<file path="config.mk">
export PLATFORM = sky130hd
export DESIGN_NAME = fifo_uart_tx
export DESIGN_NICKNAME = d
export VERILOG_FILES = /design/src/rtl/fifo_uart_tx.sv
export SDC_FILE = /design/constraint.sdc
export NUM_CORES = 1
export LEC_CHECK = 0
export ABC_AREA = 1
export BUFFER_PORTS_ARGS = -buffer_cell sky130_fd_sc_hd__buf_2
export CORE_UTILIZATION = 60
export CTS_CLUSTER_DIAMETER = 50
export DETAILED_ROUTE_END_ITERATION = 8
export HOLD_SLACK_MARGIN = 0.12
export PLACE_DENSITY = 0.78
export SYNTH_ARGS = -nofsm -noshare
export SYNTH_HDL_FRONTEND = slang
export SYNTH_SLANG_ARGS = --single-unit
</file>
<file path="constraint.sdc">
create_clock -name clk -period 2.6 [get_ports clk]
set_clock_uncertainty 0.2 [all_clocks]
set_input_delay 0.26 -clock clk [delete_from_list [all_inputs] [get_ports clk]]
set_output_delay 0.26 -clock clk [all_outputs]
set_load 0.02 [all_outputs]
</file>
<file path="src/rtl/fifo_uart_tx.sv">
// fifo_uart_tx: drains bytes from an upstream registered-read FIFO and sends
// them as UART frames, 8 data bits LSB first with one stop bit.
// Optional feature: define UART_TX_PARITY_EN to insert an even-parity bit
// between DATA and STOP (11-bit frames instead of 8N1).
// All outputs are decoded from registered state only.
module fifo_uart_tx #(
    parameter int unsigned CLKS_PER_BIT = 434
) (
    input  logic       clk,
    input  logic       rst_n,
    input  logic       fifo_empty,
    input  logic [7:0] fifo_data,
    output logic       fifo_rd_en,
    output logic       tx,
    output logic       busy,
    output logic       tx_done
);

    typedef enum logic [2:0] {
        IDLE,
        FETCH,
        LOAD,
        START,
        DATA,
        PARITY,
        STOP
    } state_t;

    localparam logic [15:0] BAUD_LAST = 16'(CLKS_PER_BIT - 1);

    state_t      state_q, state_d;
    logic [15:0] baud_q, baud_d;
    logic [2:0]  bit_q, bit_d;
    logic [7:0]  shreg_q, shreg_d;
    logic        baud_end;

    assign baud_end = (baud_q == BAUD_LAST);

    // State, baud counter, bit index and shift register
    always_ff @(posedge clk or negedge rst_n) begin
        if (!rst_n) begin
            state_q <= IDLE;
            baud_q  <= '0;
            bit_q   <= '0;
            shreg_q <= '0;
        end else begin
            state_q <= state_d;
            baud_q  <= baud_d;
            bit_q   <= bit_d;
            shreg_q <= shreg_d;
        end
    end

`ifdef UART_TX_PARITY_EN
    logic parity_q;

    // Even parity of the byte, captured alongside the shift register load
    always_ff @(posedge clk or negedge rst_n) begin
        if (!rst_n) begin
            parity_q <= 1'b0;
        end else if (state_q == LOAD) begin
            parity_q <= ^fifo_data;
        end
    end
`endif

    // Next-state logic; each line bit lasts CLKS_PER_BIT cycles
    always_comb begin
        state_d = state_q;
        baud_d  = baud_q;
        bit_d   = bit_q;
        shreg_d = shreg_q;
        case (state_q)
            IDLE: begin
                if (!fifo_empty) begin
                    state_d = FETCH;
                end
            end
            FETCH: begin
                state_d = LOAD;
            end
            LOAD: begin
                shreg_d = fifo_data;
                baud_d  = '0;
                bit_d   = '0;
                state_d = START;
            end
            START: begin
                if (baud_end) begin
                    baud_d  = '0;
                    state_d = DATA;
                end else begin
                    baud_d = baud_q + 16'd1;
                end
            end
            DATA: begin
                if (baud_end) begin
                    baud_d  = '0;
                    shreg_d = {1'b0, shreg_q[7:1]};
                    bit_d   = bit_q + 3'd1;
                    if (bit_q == 3'd7) begin
`ifdef UART_TX_PARITY_EN
                        state_d = PARITY;
`else
                        state_d = STOP;
`endif
                    end
                end else begin
                    baud_d = baud_q + 16'd1;
                end
            end
`ifdef UART_TX_PARITY_EN
            PARITY: begin
                if (baud_end) begin
                    baud_d  = '0;
                    state_d = STOP;
                end else begin
                    baud_d = baud_q + 16'd1;
                end
            end
`endif
            STOP: begin
                if (baud_end) begin
                    baud_d  = '0;
                    state_d = IDLE;
                end else begin
                    baud_d = baud_q + 16'd1;
                end
            end
            default: begin
                state_d = IDLE;
            end
        endcase
    end

    // Output decode from registered state
    always_comb begin
        fifo_rd_en = (state_q == FETCH);
        busy       = (state_q != IDLE);
        tx_done    = (state_q == STOP) && baud_end;
        tx         = 1'b1;
        case (state_q)
            START:  tx = 1'b0;
            DATA:   tx = shreg_q[0];
`ifdef UART_TX_PARITY_EN
            PARITY: tx = parity_q;
`endif
            default: tx = 1'b1;
        endcase
    end

endmodule

</file>
==> flow_metrics.env <==
export IMPL_layout_setup_ws_ns=0.528
export IMPL_layout_min_cycle_time_ns=2.07
export IMPL_final_hold_violation_count=0
export IMPL_yosys_warnings=0
export IMPL_cts_buffers=5
export IMPL_placement_rows=19
export IMPL_worstPathMaxFanout=3
export IMPL_clk_root_buffer_cell="sky130_fd_sc_hd__clkbuf_4"
export IMPL_post_layout_total_power_uw=985
export IMPL_die_area_sq_mm=0.00329
export IMPL_timing_critical_path_to_type="primary output"
export IMPL_synth_edff_count=0
export IMPL_fmax_ghz=0.483
export IMPL_detailedRoute_firstPassIterationCount=6
export IMPL_r2r_worst_path_cells=8
export IMPL_normalized_max_slew_margin_pct=57.4
export IMPL_rsz_0062_raised_after_global_routing="no"
export IMPL_worstSkewPairLatency_ns=0.33
export IMPL_tritoncts="yes"
export IMPL_run_status="finished with violations"
export IMPL_die_w_um=57.4
export IMPL_cell_count_after_synthesis=263
export IMPL_yosys_cell_types_count=25
export IMPL_largest_net_degree_at_the_start_of_global_routing=31
export IMPL_setup_viol=0
export IMPL_detailedPlace_worstSlack_ns=0.663
export IMPL_number_of_global_route_vias_before_repair=1571
export IMPL_drtAntennaViolNets=0
export IMPL_avgSynthCellArea_sq_um=7.00
export IMPL_holdCritPathClass="in -> async"
export IMPL_p_leak_uw=0.00107
export IMPL_worst_pin_slew_ns=0.639
export IMPL_number_of_antenna_violations_at_the_first_check_in_global_routing=0
export IMPL_gp_routability_congestion=0.911
export IMPL_timing_final_crit_share_pct=79.7
export IMPL_layout_nets=304
export IMPL_htree_levels=2
export IMPL_vdd_drop_max_mv=0.342
export IMPL_timing_critical_path_from="baud_q[1]"
export IMPL_routed_wl_um=4160
export IMPL_route_detailed_drc=1
export IMPL_routed_via_count=1766
export IMPL_gr_usage_all_layers_pct=29.3
export IMPL_drt_iter0_markers=87
export IMPL_worst_r2r_setup_slack_ns=0.63
export IMPL_worstPathBufferInverterCount=2
export IMPL_synth_net_count=278
export IMPL_critPathArrivalTime_ns=1.61
export IMPL_crit_reg2reg_launch="state_q[1]"
export IMPL_timing_final_max_slew_violations=0
export IMPL_num_antenna_cells=0
export IMPL_yosys_most_used_dff="sky130_fd_sc_hd__dfrtp_1"
export IMPL_crit_chain="inv_1, ha_1, nand4_1, nor4_1, buf_2"
export IMPL_drt_vias_per_instance=5.50
export IMPL_grt_first_pass_wirelength_um=7270
export IMPL_highest_cell_delay_on_the_worst_timing_path_ns=0.41
export IMPL_dieHeight_um=57.4
export IMPL_floorplan_initialDensity_pct=65.1
export IMPL_io_buffers=14
export IMPL_routedWlPerCell_um=13.0
export IMPL_floorplan_core_area_sq_mm=0.00283
export IMPL_clkSlewWorstSetupHoldPaths_ns=0.09
export IMPL_maxCapViolations=0
export IMPL_ys_seq_area_share_pct=40.8
export IMPL_cell_with_the_largest_stage_delay_on_the_worst_path="sky130_fd_sc_hd__dfrtp_1"
export IMPL_pwr_density_cell_mw_per_mm2=463
export IMPL_timing_critical_path_required_ns=2.14
export IMPL_io_pins=15
export IMPL_post_synth_instance_area_sq_mm=0.00184
export IMPL_post_route_util_pct=75.1
export IMPL_cts_buffer_depth=2
export IMPL_finalSetupTns_ns=0
export IMPL_timing_critical_path_from_type="flip-flop"
export IMPL_cts_sinks=30
export IMPL_place_detailed_hpwl_um=3020
export IMPL_flow_area_growth_from_synthesis_pct=15.4
export IMPL_worst_r2r_endpoint="bit_q[2]"
export IMPL_post_route_cells_drive_above_1_share_pct=13.1
export IMPL_path_class="reg -> out"
export IMPL_post_cts_setup_buffers=0
export IMPL_family_with_the_most_delay_on_the_worst_path="flip-flops"
export IMPL_violated_checks="design-rule violations"
export IMPL_postSynthRegisterBits=30
export IMPL_async_reset_ff_share_pct=100
export IMPL_grt_overflow_total=0
==> worst reg2reg max path: stages, from the launching register on <==
cell and delay, ns:
sky130_fd_sc_hd__dfrtp_1 0.48, sky130_fd_sc_hd__inv_2 0.12, sky130_fd_sc_hd__nand3_2 0.22, sky130_fd_sc_hd__inv_2 0.24, sky130_fd_sc_hd__nand3_1 0.12, sky130_fd_sc_hd__nand2_2 0.21
sky130_fd_sc_hd__inv_2 0.14, sky130_fd_sc_hd__nand2_1 0.08, sky130_fd_sc_hd__nand2_1 0.05
==> cell usage after synthesis (all sizes together), types with 2 or more instances <==
cell type	n	share of area, %
a21oi	2	0.54
buf	5	2.0
dfrtp	30	41
ha	4	2.7
inv	24	4.9
nand2	103	22
nand3	35	11
nand4	13	4.4
nor2	23	5.0
nor3	3	0.82
o21ai	12	3.3
o22ai	3	1.0
==> what timing repair did <==
action,4_1_cts,5_1_grt
endpoints found under the setup margin,0,0
hold endpoints to repair,39,0
resized for setup,0,0
hold buffers,10,0
==> area by class of cell <==
class | instances | area (sq um)
Inverter | 24 | 90.1
Fill cell | 228 | 704
Sequential cell | 30 | 751
Timing Repair Buffer | 24 | 170
Multi-Input combinational cell | 204 | 963
Clock buffer | 6 | 51.3
Clock inverter | 2 | 60.1
Tap cell | 31 | 38.8
==> cells in the final DEF (no fill, tap or decap), types with 5 or more instances in the layout <==
master	count
sky130_fd_sc_hd__buf_2	14
sky130_fd_sc_hd__clkbuf_4	5
sky130_fd_sc_hd__dfrtp_1	30
sky130_fd_sc_hd__dlygate4sd3_1	10
sky130_fd_sc_hd__inv_1	18
sky130_fd_sc_hd__inv_2	6
sky130_fd_sc_hd__nand2_1	99
sky130_fd_sc_hd__nand3_1	31
sky130_fd_sc_hd__nand4_1	13
sky130_fd_sc_hd__nor2_1	21
sky130_fd_sc_hd__o21ai_0	5
sky130_fd_sc_hd__o21ai_1	7
==> metrics by stage <==
| step | cell area, sq um | hold WS (ns) | std cells |
|---|---|---|---|
| finish | 2120 | 0.277 | 321 |
| floorplan | 1840 | -0.236 | 263 |
| CTS | 2120 | 0.285 | 321 |
| global route | 2120 | 0.324 | 321 |
| detailed placement | 1910 | 0.117 | 303 |
| global placement | 1910 | 0.120 | 303 |
==> per-layer routing <==
layer / part of all wire [%] / vias up / track usage (%)
met5: 0 / - / 0
met4: 1.3 / 0 / 8.36
met3: 8.7 / 6 / 7.48
met2: 42 / 66 / 41.9
met1: 48 / 787 / 43.8
li1: - / 907 / -
==> cells by family after synthesis <==
group	after synthesis	synth area share [%]
AOI/OAI and AO/OA	19	5.64
DFF	30	40.8
adders and majority gates	4	2.72
and+or+nand+nor	179	43.0
xor gates and xnor gates	2	0.952
buffers and inverters	29	6.87
==> worst max path at each step <==
stage                       to  slack, ns  cells after the start
floorplan              tx_done       0.75                      4
global placement     baud_q[4]       0.75                      7
detailed placement  shreg_q[7]       0.66                      8
CTS                    tx_done       0.51                      5
global route                tx       0.43                      4
finish                 tx_done       0.53                      5
==> power breakdown <==
| part | internal, uW | switching (uW) |
|---|---|---|
| clock | 326 | 160 |
| sequential | 466 | 0 |
| combinational | 17.4 | 15.5 |
| total | 809 | 175 |
==> state kept, by name (all words and copies together) (netlist names) <==
| name | count |
|---|---|
| baud_q | 16 |
| bit_q | 3 |
| shreg_q | 8 |
| state_q | 3 |
Power figures use the tool's default switching activity.
